[config.mk]
export PLATFORM = sky130hd
export DESIGN_NAME = matrix_entry_assembler_flat
export DESIGN_NICKNAME = d
export VERILOG_FILES = /design/src/rtl/matrix_entry_if.sv /design/src/rtl/matrix_entry_assembler.sv /design/src/flat_wrapper.sv
export SDC_FILE = /design/constraint.sdc
export NUM_CORES = 1
export LEC_CHECK = 0
export ABC_AREA = 1
export CORE_UTILIZATION = 48
export CTS_CLUSTER_SIZE = 25
export DETAILED_ROUTE_END_ITERATION = 10
export GPL_ROUTABILITY_DRIVEN = 0
export GPL_TIMING_DRIVEN = 0
export PLACE_DENSITY_LB_ADDON = 0.05
export SLEW_MARGIN = 15
export SYNTH_ARGS = -nofsm -noshare
export SYNTH_HDL_FRONTEND = slang
export SYNTH_SLANG_ARGS = --single-unit
[constraint.sdc]
create_clock -name clk -period 3.2 [get_ports clk]
set_input_delay 0.64 -clock clk [delete_from_list [all_inputs] [get_ports clk]]
set_output_delay 0.64 -clock clk [all_outputs]
set_load 0.02 [all_outputs]
[src/rtl/matrix_entry_if.sv]
// matrix_entry_if: bundles the element-entry handshake and the commit bus of
// matrix_entry_assembler.
//   master : user-input side; drives start/dims/abort/element, observes status
//   slave  : assembler side; consumes the request, drives ready/commit/status
//   start, dimXIn, dimYIn      new matrix request with its dimensions
//   abort                      cancel the matrix in progress
//   elemValid, elemData        element offer (row-major order)
//   elemReady                  element accepted when elemValid && elemReady
//   writeEnable                one-cycle commit strobe towards storage
//   dimX, dimY, writeData      latched dimensions and packed matrix
//   elemCount, busy, errCode   progress and status
interface matrix_entry_if #(
  parameter int ELEM_WIDTH = 8,
  parameter int MAX_ELEM   = 25
);
  logic                           start;
  logic [7:0]                     dimXIn;
  logic [7:0]                     dimYIn;
  logic                           abort;
  logic                           elemValid;
  logic [ELEM_WIDTH-1:0]          elemData;
  logic                           elemReady;
  logic                           writeEnable;
  logic [7:0]                     dimX;
  logic [7:0]                     dimY;
  logic [MAX_ELEM*ELEM_WIDTH-1:0] writeData;
  logic [4:0]                     elemCount;
  logic                           busy;
  logic [1:0]                     errCode;

  modport master (
    output start, dimXIn, dimYIn, abort, elemValid, elemData,
    input  elemReady, writeEnable, dimX, dimY, writeData, elemCount, busy, errCode
  );

  modport slave (
    input  start, dimXIn, dimYIn, abort, elemValid, elemData,
    output elemReady, writeEnable, dimX, dimY, writeData, elemCount, busy, errCode
  );
endinterface

[src/rtl/matrix_entry_assembler.sv]
// matrix_entry_assembler: collects one matrix element by element and packs it
// row-major into a flat word (element k at [k*ELEM_WIDTH +: ELEM_WIDTH]), then
// raises a one-cycle writeEnable for the storage block.
// Ports:
//   clk    system clock, all logic on posedge
//   rst_n  asynchronous active-low reset
//   bus    matrix_entry_if.slave (request/element inputs, commit/status outputs)
// Build option: define RANGE_CHECK_EN to reject elements greater than MAX_VAL
// (errCode 2, matrix dropped). Without it every element value is accepted.
//
// state    | meaning
// ---------+---------------------------------------------------------
// S_IDLE    | waiting for start; dims checked on accepted start
// S_COLLECT | accepting elements until dimX*dimY have arrived
// S_COMMIT  | writeEnable high for this single cycle
// S_ERROR   | one-cycle stop after bad dims or out-of-range element
module matrix_entry_assembler #(
  parameter int MAX_DIM    = 5,
  parameter int ELEM_WIDTH = 8,
  parameter int MAX_ELEM   = MAX_DIM * MAX_DIM,
  parameter int MAX_VAL    = 9
) (
  input logic            clk,
  input logic            rst_n,
  matrix_entry_if.slave  bus
);

`ifdef RANGE_CHECK_EN
  localparam bit RANGE_CHECK = 1'b1;
`else
  localparam bit RANGE_CHECK = 1'b0;
`endif

  typedef enum logic [1:0] {
    S_IDLE    = 2'd0,
    S_COLLECT = 2'd1,
    S_COMMIT  = 2'd2,
    S_ERROR   = 2'd3
  } state_t;

  state_t state, state_next;

  logic [7:0]                     dim_x;
  logic [7:0]                     dim_y;
  logic [4:0]                     elem_count;
  logic [MAX_ELEM*ELEM_WIDTH-1:0] data_q;
  logic [1:0]                     err_q;

  logic [4:0] target;
  logic       last_elem;
  logic       dims_ok;
  logic       elem_bad;

  logic load_start;
  logic set_dim_err;
  logic set_range_err;
  logic store_elem;
  logic clear_count;

  // Dims are only meaningful here once validated to 1..MAX_DIM, so the 5-bit
  // product never overflows.
  assign target    = 5'(dim_x[4:0] * dim_y[4:0]);
  assign last_elem = ((elem_count + 5'd1) == target);

  assign dims_ok = (bus.dimXIn != 8'd0) && (bus.dimXIn <= 8'(MAX_DIM)) &&
                   (bus.dimYIn != 8'd0) && (bus.dimYIn <= 8'(MAX_DIM));

  assign elem_bad = RANGE_CHECK && (bus.elemData > ELEM_WIDTH'(MAX_VAL));

  always_ff @(posedge clk or negedge rst_n) begin
    if (!rst_n) begin
      state <= S_IDLE;
    end else begin
      state <= state_next;
    end
  end

  always_comb begin
    state_next    = state;
    load_start    = 1'b0;
    set_dim_err   = 1'b0;
    set_range_err = 1'b0;
    store_elem    = 1'b0;
    clear_count   = 1'b0;
    case (state)
      S_IDLE: begin
        if (bus.start) begin
          load_start = 1'b1;
          if (dims_ok) begin
            state_next = S_COLLECT;
          end else begin
            set_dim_err = 1'b1;
            state_next  = S_ERROR;
          end
        end
      end
      S_COLLECT: begin
        // abort wins over an element offered in the same cycle
        if (bus.abort) begin
          clear_count = 1'b1;
          state_next  = S_IDLE;
        end else if (bus.elemValid) begin
          if (elem_bad) begin
            set_range_err = 1'b1;
            state_next    = S_ERROR;
          end else begin
            store_elem = 1'b1;
            if (last_elem) begin
              state_next = S_COMMIT;
            end
          end
        end
      end
      S_COMMIT: state_next = S_IDLE;
      S_ERROR:  state_next = S_IDLE;
      default:  state_next = S_IDLE;
    endcase
  end

  always_ff @(posedge clk or negedge rst_n) begin
    if (!rst_n) begin
      dim_x      <= '0;
      dim_y      <= '0;
      elem_count <= '0;
      data_q     <= '0;
      err_q      <= '0;
    end else begin
      if (load_start) begin
        dim_x      <= bus.dimXIn;
        dim_y      <= bus.dimYIn;
        data_q     <= '0;
        elem_count <= '0;
        err_q      <= set_dim_err ? 2'd1 : 2'd0;
      end
      if (clear_count) begin
        elem_count <= '0;
      end
      if (store_elem) begin
        for (int k = 0; k < MAX_ELEM; k++) begin
          if (elem_count == 5'(k)) begin
            data_q[k*ELEM_WIDTH +: ELEM_WIDTH] <= bus.elemData;
          end
        end
        elem_count <= elem_count + 5'd1;
      end
      if (set_range_err) begin
        err_q <= 2'd2;
      end
    end
  end

  assign bus.elemReady   = (state == S_COLLECT);
  assign bus.writeEnable = (state == S_COMMIT);
  assign bus.busy        = (state == S_COLLECT) || (state == S_COMMIT);
  assign bus.dimX        = dim_x;
  assign bus.dimY        = dim_y;
  assign bus.writeData   = data_q;
  assign bus.elemCount   = elem_count;
  assign bus.errCode     = err_q;

endmodule

[src/flat_wrapper.sv]
// flat-port wrapper written by rule: the top's interface ports become plain ports
module matrix_entry_assembler_flat 
#(
  parameter int MAX_DIM    = 5,
  parameter int ELEM_WIDTH = 8,
  parameter int MAX_ELEM   = MAX_DIM * MAX_DIM,
  parameter int MAX_VAL    = 9
)
  (clk, rst_n, bus_start, bus_dimXIn, bus_dimYIn, bus_abort, bus_elemValid, bus_elemData, bus_elemReady, bus_writeEnable, bus_dimX, bus_dimY, bus_writeData, bus_elemCount, bus_busy, bus_errCode);
  matrix_entry_if #(.ELEM_WIDTH(ELEM_WIDTH), .MAX_ELEM(MAX_ELEM)) bus_i ();
  input logic clk;
  input logic rst_n;
  input wire logic [$bits(bus_i.start)-1:0] bus_start;
  input wire logic [$bits(bus_i.dimXIn)-1:0] bus_dimXIn;
  input wire logic [$bits(bus_i.dimYIn)-1:0] bus_dimYIn;
  input wire logic [$bits(bus_i.abort)-1:0] bus_abort;
  input wire logic [$bits(bus_i.elemValid)-1:0] bus_elemValid;
  input wire logic [$bits(bus_i.elemData)-1:0] bus_elemData;
  output wire logic [$bits(bus_i.elemReady)-1:0] bus_elemReady;
  output wire logic [$bits(bus_i.writeEnable)-1:0] bus_writeEnable;
  output wire logic [$bits(bus_i.dimX)-1:0] bus_dimX;
  output wire logic [$bits(bus_i.dimY)-1:0] bus_dimY;
  output wire logic [$bits(bus_i.writeData)-1:0] bus_writeData;
  output wire logic [$bits(bus_i.elemCount)-1:0] bus_elemCount;
  output wire logic [$bits(bus_i.busy)-1:0] bus_busy;
  output wire logic [$bits(bus_i.errCode)-1:0] bus_errCode;
  assign bus_i.start = bus_start;
  assign bus_i.dimXIn = bus_dimXIn;
  assign bus_i.dimYIn = bus_dimYIn;
  assign bus_i.abort = bus_abort;
  assign bus_i.elemValid = bus_elemValid;
  assign bus_i.elemData = bus_elemData;
  assign bus_elemReady = bus_i.elemReady;
  assign bus_writeEnable = bus_i.writeEnable;
  assign bus_dimX = bus_i.dimX;
  assign bus_dimY = bus_i.dimY;
  assign bus_writeData = bus_i.writeData;
  assign bus_elemCount = bus_i.elemCount;
  assign bus_busy = bus_i.busy;
  assign bus_errCode = bus_i.errCode;
  matrix_entry_assembler #(.MAX_DIM(MAX_DIM), .ELEM_WIDTH(ELEM_WIDTH), .MAX_ELEM(MAX_ELEM), .MAX_VAL(MAX_VAL)) u_core (.clk(clk), .rst_n(rst_n), .bus(bus_i));
endmodule
# Word-level counts from Yosys, hierarchy flattened
# Cells that the tools add are included.
[totals] reg_bits=225 out_inout_bits=226 elab_cells=99
[op_classes] n_addsub=1 mul=1 magnitude_cmp=2 n_eq_ne=31 n_mux=47 n_reduce_logical=11
[op_table] operator="2-to-1 mux 200 bit" n=2
[op_table] operator="2-to-1 mux 8 bit" n=25
[op_table] operator="equality test 5 bit (second input constant)" n=9
[op_table] operator="equality test 5 x 4 -> 1 bit (second input constant)" n=8
[op_table] operator="equality test 5 x 3 -> 1 bit (second input constant)" n=4
[op_table] operator="<= comparator 8 x 3 -> 1 bit (second input constant)" n=2
[op_table] operator="nonzero test 8 bit" n=2
[op_table] operator="2-to-1 mux 5 bit" n=3
[op_table] operator="2-to-1 mux 1 bit" n=11
[op_table] operator="equality test 5 x 2 -> 1 bit (second input constant)" n=2
[op_table] operator="2-to-1 mux 2 bit" n=5
[op_table] operator="one-hot mux 2 bit (3 select lines)" n=1
[op_table] operator="adder 5 x 1 -> 5 bit (second input constant)" n=1
[op_table] operator="equality test 5 x 1 -> 1 bit (second input constant)" n=1
[op_table] operator="equality test 5 bit" n=1
[op_table] operator="logical NOT 5 bit" n=1
[op_table] operator="multiplier 5 x 5 -> 5 bit" n=1
[op_table] operator="equality test 2 bit (second input constant)" n=2
[op_table] operator="logical AND 1 bit" n=3
[op_table] operator="inequality test 3 x 2 -> 1 bit (second input constant)" n=1
[op_table] operator="inequality test 3 bit (second input constant)" n=1
[op_table] operator="AND reduction 3 bit" n=1
[op_table] operator="nonzero test 3 bit" n=1
[op_table] operator="equality test 2 x 1 -> 1 bit (second input constant)" n=1
[op_table] operator="other kinds (4)" n=4

# Longest topological paths before layout
# Gate-level depths: netlist of the first run.
[depth] depth_word=8 depth_mapped=17

# Worst setup path before layout of the first run
# Ideal clock, no wire load.
[synth_timing] path_type="register -> register" startpoint="register u_core.dim_y[2], in the netlist u_core.bus.dimY[2]" endpoint="register u_core.state[0]" setup_time_ns=0.116 arrival_ns=2.678 required_ns=3.084 setup_slack_ns=0.406 path_stages_with_launch=16 synth_period_minus_slack_ns=2.794 cell_sequence="dfrtp_1 -> nand2_1 -> inv_1 -> ha_1 -> ha_1 -> inv_1 -> fa_1 -> fa_1 -> xor2_1 -> nand3_1 -> nand3_1 -> nand3_1 -> nand2_1 -> nand2_1 -> nand2_1 -> nand2_1"
[synth_via] elab_chain_cells=4
[synth_rtl] element="start, declared" line_no="matrix_entry_assembler.sv:44" text="logic [7:0] dim_y;"
[synth_rtl] element="start signal, assigned" line_no="matrix_entry_assembler.sv:130" text="dim_y <= bus.dimYIn;"
[synth_rtl] element="multiplier 5 x 5 -> 5 bit" line_no="matrix_entry_assembler.sv:62" text="assign target = 5'(dim_x[4:0] * dim_y[4:0]);"
[synth_rtl] element="equality test 5 bit" line_no="matrix_entry_assembler.sv:63" text="assign last_elem = ((elem_count + 5'd1) == target);"
[synth_rtl] element="inequality test 3 x 2 -> 1 bit (no line)"
[synth_rtl] element="AND reduction 3 bit (no line)"
[synth_rtl] element="end signal, assigned" line_no="matrix_entry_assembler.sv:74" text="state <= state_next;"
[synth_rtl] element="end, declared" line_no="matrix_entry_assembler.sv:41" text="state_t state, state_next;"
# No other way between the ends.
# A chain may end at the register's enable or synchronous reset.

# Worst setup path after layout of the first run
[layout_timing] startpoint="register u_core.dim_x[0], in the netlist u_core.bus.dimX[0]" endpoint="register u_core.state[1]"
[layout_via] elab_chain_cells=4
[layout_rtl] element="start, declared" line_no="matrix_entry_assembler.sv:43" text="logic [7:0] dim_x;"
[layout_rtl] element="start signal, assigned" line_no="matrix_entry_assembler.sv:129" text="dim_x <= bus.dimXIn;"
[layout_rtl] element="multiplier 5 x 5 -> 5 bit" line_no="matrix_entry_assembler.sv:62"
[layout_rtl] element="equality test 5 bit" line_no="matrix_entry_assembler.sv:63"
[layout_rtl] element="inequality test 3 x 2 -> 1 bit (no line)"
[layout_rtl] element="AND reduction 3 bit (no line)"
# No other way between the ends.

==> run summary, run 1 <==
outcome = finished clean
Syn Nets = 1000
vias in the first global route = 7835
total grt overflow = 0
I/O Buffers = 253
GRT Overall Usage = 0.2848
arrival time worst endpoint = 3.35 ns
fin crit share = 0.9218
fin area = 13050 sq um
Die H = 141.4 microns
router iterations before antenna repair = 5
Hold Path Class = reg2reg
crit path kind = reg2reg
Setup Buffers After CTS = 0
layout cells sized above 1 = 0.08300
instance count of the mapped netlist = 954
register bit total from synthesis = 224
Vias/cell = 5.373
fin. max-slew vios = 0
fmax = 339.0 MHz
syn_area_per_cell = 9.774 sq um
DP HPWL = 19260 microns
total of warnings raised by yosys = 0
WL/cell = 18.51 microns
Reg2Reg Depth = 16
r2r setup slk = 0.25 ns
DP Area = 12240 sq um
CTS tree = built
post-route ant nets = 0
Distinct cells, synth = 33
Lkg Pwr = 5.811 nW
fin nets = 1282
Mapped Area = 9324 sq um
Total Wirelength = 28010 microns
worst-skew pair later-pin latency = 0.51 ns
beginning of the critical path = u_core.bus.dimX[0]
peak fanout along the critical path = 8
1st-iter DRT viols = 515
clock power share = 0.347
core box area = 18890 sq um
final hold viol count = 0
PnR worst setup slack = 0.2501 ns
Internal = 5.347 mW
clock-pin slew on the worst setup and hold paths = 0.06 ns
pwr/cell area = 606.0 nW/um^2
worst hold margin = 0.4752 ns
fin crit period = 2.950 ns
Cell Rows = 50
cts bufs inserted = 24
die area = 19990 sq um
start of the worst register-to-register path = u_core.bus.dimX[0]
reg2reg end = u_core.state[1]
htree depth = 1
initial core utilization = 0.4935
Switching Share = 0.3240
Worst VDD drop = 0.4128 mV
I/O Pins = 255
Critical Path Sink = u_core.state[1]
crit path launch type = flop
CP endpoint kind = flop
Least-Margin Pin Slew = 0.7836 ns
Clock Skew = 0.009856 ns
Gate power share = 0.246
hold depth = 2
RSZ-0062 raised after global routing = false
antenna violations before repair = 0
Data required, critical path = 3.60 ns
global-route wire length before repair = 43940 microns
Switching Power = 2.562 mW
maxcap violations = 0
DRC violations left = 0
Via Count = 8130
DP Worst Slack = 0.2334 ns
Max Root-Sink Buffers = 3
# diodes = 0
die width = 141.4 microns
Area growth syn-to-layout = 39.99%
sequential power share = 0.407
post-synthesis sequential area ratio = 0.6012
Clock Root Buffer = clkbuf_16
Sink Count = 224
largest net degree at the start of global routing = 100
Worst slew margin = 0.4776
setup violators final = 0
[synth_stat cells]
cell	count	area, sq um
fa_1	2	40.04
buf_4	4	30.03
nor4_1	1	6.260
nand3_4	3	52.55
xor2_1	2	17.52
inv_1	51	191.4
nand3_1	209	1046
a21oi_1	1	5.000
a21boi_0	1	7.510
buf_1	19	71.32
nor2_1	12	45.04
inv_2	5	18.77
nand2_2	6	37.54
nor2_4	6	67.56
conb_1	1	3.750
nand2_4	4	45.04
o22ai_1	5	31.28
nand3b_1	1	7.510
o21ai_1	111	555.5
dfrtp_1	224	5605
nand4_2	1	12.51
buf_8	1	15.01
buf_2	18	90.09
o21ai_0	100	500.5
clkinv_1	1	3.750
nand2_1	112	420.4
clkbuf_1	25	93.84
nor3_2	2	20.02
buf_6	3	33.78
nand4_1	3	18.77
ha_1	15	187.7
nand3_2	3	30.03
nor2_2	2	12.51
[logic make-up after synthesis]
| kind of cell | after synthesis | share of synthesized area |
|---|---|---|
| fa+ha+maj | 17 | 0.02442 |
| compound gates | 218 | 0.1180 |
| flops | 224 | 0.6012 |
| xor+xnor | 2 | 0.001879 |
| other cells | 1 | 0.0004022 |
| buf+inv | 127 | 0.05878 |
| simple gates | 365 | 0.1954 |
[placed cells by master (no fill, tap or decap), types with 9 or more instances in the layout]
master and instances:
nand2_1 112, nor2_1 12, dfrtp_1 222, o21ai_0 100, clkdlybuf4s50_1 252, clkbuf_16 25, clkbuf_8 9, o21ai_1 111
clkbuf_1 28, nand3_1 209, buf_1 19, buf_2 18, ha_1 15, inv_1 51
[worst max-delay path, stage by stage, from the launching register on]
cell     delay [ns]
dfrtp_1        0.47
nand2_1        0.09
inv_1          0.04
ha_1           0.26
ha_1           0.27
inv_1          0.05
fa_1           0.47
fa_1           0.43
xor2_2         0.18
inv_1          0.08
nand3_1        0.08
nand3_1        0.08
nand3_1        0.06
nand2_1        0.09
nand2_1        0.07
nand2_1        0.06
nand2_1        0.05
[timing repair]
item / 4_1_cts / 5_1_grt
gates resized for setup: 0 / 3
setup endpoints to repair: 0 / 2
endpoints found under the hold margin: 28 / 0
hold buffers: 1 / 0
[worst min path at each step]
stage	startpoint	end	slack [ns]
after floorplan	rst_n	u_core.bus.dimX[0]	0.34
after global placement	u_core.bus.dimX[7]	u_core.bus.dimX[7]	0.46
after detailed placement	u_core.bus.errCode[0]	u_core.bus.errCode[0]	0.46
after CTS	u_core.bus.dimX[5]	u_core.bus.dimX[5]	0.48
after global routing	u_core.bus.dimX[5]	u_core.bus.dimX[5]	0.50
final	u_core.bus.errCode[0]	u_core.bus.errCode[0]	0.48
[area by class of cell]
cell class	count	area [sq um]
fill	1572	5841
clock inverter	6	30.03
sequential	224	5608
tap	260	325.3
multi-input combinational	603	3178
inverter	57	214.0
timing repair buffer	256	2603
clock buffer	37	760.7
buffer	70	334.1
[through the flow]
step	TNS, ns	total power [mW]	utilization	cells
after CTS	0	7.954	0.6903	1513
after global placement	-1788.73	5.165	0.6448	1467
after detailed placement	0	5.211	0.6479	1469
final	0	7.909	0.6909	1513
after floorplan	0	4.346	-	954
after global routing	0	8.285	0.6909	1513
[power by group through the flow]
stage / combinational, mW / sequential (mW) / clock [mW]
floorplan: 0.922 / 3.42 / 0
global placement: 1.90 / 3.26 / 0
detailed placement: 1.95 / 3.27 / 0
CTS: 1.96 / 3.21 / 2.78
global route: 2.15 / 3.24 / 2.89
finish: 1.95 / 3.22 / 2.74
[registers in the layout (all words and copies together) (netlist names)]
name and flops:
u_core.bus.dimY 8, u_core.bus.elemCount 5, u_core.state 2, u_core.bus.errCode 1, u_core.bus.writeData 200, u_core.bus.dimX 8
[layer usage]
metal | global-route usage | share of wire
met1 | 0.3932 | 0.43
met2 | 0.4547 | 0.46
met3 | 0.06851 | 0.086
met4 | 0.07187 | 0.020
met5 | 0 | 0
Power figures use the tool's default switching activity.
==> run 2, diff against run 1 <==
--- a/config.mk
+++ b/config.mk
@@ -6,6 +6,7 @@
 export NUM_CORES = 1
 export LEC_CHECK = 0
 export ABC_AREA = 1
+export CORE_MARGIN = 2
 export CORE_UTILIZATION = 48
 export CTS_CLUSTER_SIZE = 25
 export DETAILED_ROUTE_END_ITERATION = 10
==> run summary, run 2 (synthesis results as in run 1) <==
outcome = finished clean
GRT Overall Usage = 0.2720 (-0.01278)
fin crit share = 0.9299 (+0.008049)
router iterations before antenna repair = 5 (unchanged)
cts hold-fix bufs = 1 (unchanged)
Cell Chain, Critical Path = nand2_1, inv_1, ha_1, ha_1, inv_1, fa_1, fa_1, xor2_1, nand3_1, nand3_1, nand3_1, nand2_1, nand2_1, nand2_1, nand2_1
post-route ant nets = 0 (unchanged)
peak fanout along the critical path = 7 (-1)
critical path's largest stage delay = 0.48 ns (about the same)
Reg2Reg Depth = 15 (-1)
crit path launch type = flop
Switching Power = 2.525 mW (-1.5%)
Max Root-Sink Buffers = 3 (unchanged)
fin crit period = 2.976 ns (+0.02576 ns)
Area growth syn-to-layout = 39.09%
global-route wire length before repair = 43440 microns (-1.1%)
fin area = 12970 sq um (-0.64%)
CTS tree = built
Internal = 5.203 mW (-2.7%)
worst-skew pair later-pin latency = 0.51 ns (about the same)
arrival time worst endpoint = 3.37 ns (+0.02 ns)
fmax = 336.1 MHz (-0.87%)
RSZ-0062 raised after global routing = false
Switching Share = 0.3267 (+0.002781)
largest net degree at the start of global routing = 105 (+5.0%)
WL/cell = 18.56 microns (+0.26%)
1st-iter DRT viols = 591 (+15%)
cts bufs inserted = 23 (-4.2%)
Data required, critical path = 3.59 ns (about the same)
Clock Skew = 0.01666 ns (+0.006800 ns)
DP Area = 12240 sq um (unchanged)
hold depth = 2 (unchanged)
Vias/cell = 5.376 (about the same)
max reg flops = 200 (unchanged)
Cell Rows = 50 (unchanged)
setup violators final = 0 (unchanged)
Die H = 143.4 microns (+1.4%)
Via Count = 8113 (-0.21%)
die width = 143.4 microns (+1.4%)
commonest non-fill, non-tap cell in the layout = clkdlybuf4s50_1
total design power = 7.728 mW (-2.3%)
htree depth = 1 (unchanged)
fin. max-slew vios = 0 (unchanged)
highest-delay cell along the critical path = dfrtp_1
layout cells sized above 1 = 0.07686 (-0.006139)
Hold Path Class = reg2reg
vias in the first global route = 7803 (-0.41%)
DP HPWL = 19530 microns (+1.4%)
DRC violations left = 0 (unchanged)
clock power share = 0.334 (-0.013)
Clock Root Buffer = clkbuf_16
initial core utilization = 0.4935 (unchanged)
clock-pin slew on the worst setup and hold paths = 0.06 ns (about the same)
Total Wirelength = 28010 microns (about the same)
die area = 20560 sq um (+2.8%)
I/O Buffers = 253 (unchanged)
core box area = 18890 sq um (unchanged)
Lkg Pwr = 5.766 nW (-0.76%)
most used cell along the critical path = nand2_1
most frequent cells in the layout = clkdlybuf4s50_1, dfrtp_1, nand3_1
I/O Pins = 255 (unchanged)
crit path kind = reg2reg
# diodes = 0 (unchanged)
CP endpoint kind = flop
Setup Buffers After CTS = 0 (unchanged)
post-CTS resize count = 0 (unchanged)
pwr/cell area = 595.9 nW/um^2 (-1.7%)
final hold viol count = 0 (unchanged)
Worst VDD drop = 0.3760 mV (-8.9%)
maxcap violations = 0 (unchanged)
fin nets = 1281 (-0.078%)
antenna violations before repair = 0 (unchanged)
total grt overflow = 0 (unchanged)
Sink Count = 224 (unchanged)
Least-Margin Pin Slew = 0.7636 ns (-0.01994 ns)
Worst slew margin = 0.4909 (+0.01329)
sequential power share = 0.415 (+0.008)
Gate power share = 0.251 (+0.005)
[run 2: worst max-delay path, delay by kind of cell, from the launching register on]
kind | cells | cell delay [ns]
adder cells (fa/ha/maj) | 4 | 1.41
AND/OR/NAND/NOR | 8 | 0.65
flip-flops | 1 | 0.48
XOR/XNOR | 1 | 0.25
buffers and inverters | 2 | 0.08
[run 2: final cells by class]
cell class	count	area [sq um]
buffer	70	334.1
clock buffer	31	645.6
clock inverter	8	71.32
fill	1584	5924
inverter	57	214.0
multi-input combinational	603	3171
sequential	224	5605
tap	260	325.3
timing repair buffer	256	2603
[run 2: through the flow]
| stage | util | instances | hold WS, ns | worst slack, ns | TNS, ns |
|---|---|---|---|---|---|
| after global placement | 0.6448 | 1467 | 0.4614 | -7.964 | -1780.08 |
| after detailed placement | 0.6479 | 1469 | 0.4648 | 0.2407 | 0 |
| final | 0.6864 | 1509 | 0.4795 | 0.2244 | 0 |
| after CTS | 0.6864 | 1509 | 0.4814 | 0.2155 | 0 |
| after floorplan | - | 954 | 0.3444 | 0.4055 | 0 |
| after global routing | 0.6864 | 1509 | 0.5042 | 0.01549 | 0 |
[run 2: path summary, 6_finish.rpt]
path | start | to | slack (ns)
max in group asynchronous | rst_n | u_core.bus.writeData[162] | 1.82
hold / removal | u_core.bus.dimX[5] | u_core.bus.dimX[5] | 0.48
setup reg to reg | u_core.bus.dimX[1] | u_core.state[1] | 0.22
setup / recovery | u_core.bus.dimX[1] | u_core.state[1] | 0.22
hold reg to reg | u_core.bus.dimX[5] | u_core.bus.dimX[5] | 0.48
min in group asynchronous | rst_n | u_core.bus.dimX[7] | 0.59
[run 2: per-layer routing]
layer,routed length [microns],part of all wire,GRT usage,up-vias
li1,-,-,-,3816
met1,12000,0.43,0.3748,4009
met2,13110,0.47,0.4396,250
met3,2461,0.088,0.07764,38
met4,437,0.016,0.04541,0
met5,0,0,0,-
[run 2: power groups by stage]
stage,combinational [mW],clock (mW),sequential [mW]
6_report,1.94,2.58,3.21
5_1_grt,2.13,2.73,3.24
4_1_cts,1.96,2.63,3.21
3_5_place_dp,1.95,0,3.26
3_3_place_gp,1.90,0,3.26
2_1_floorplan,0.922,0,3.42
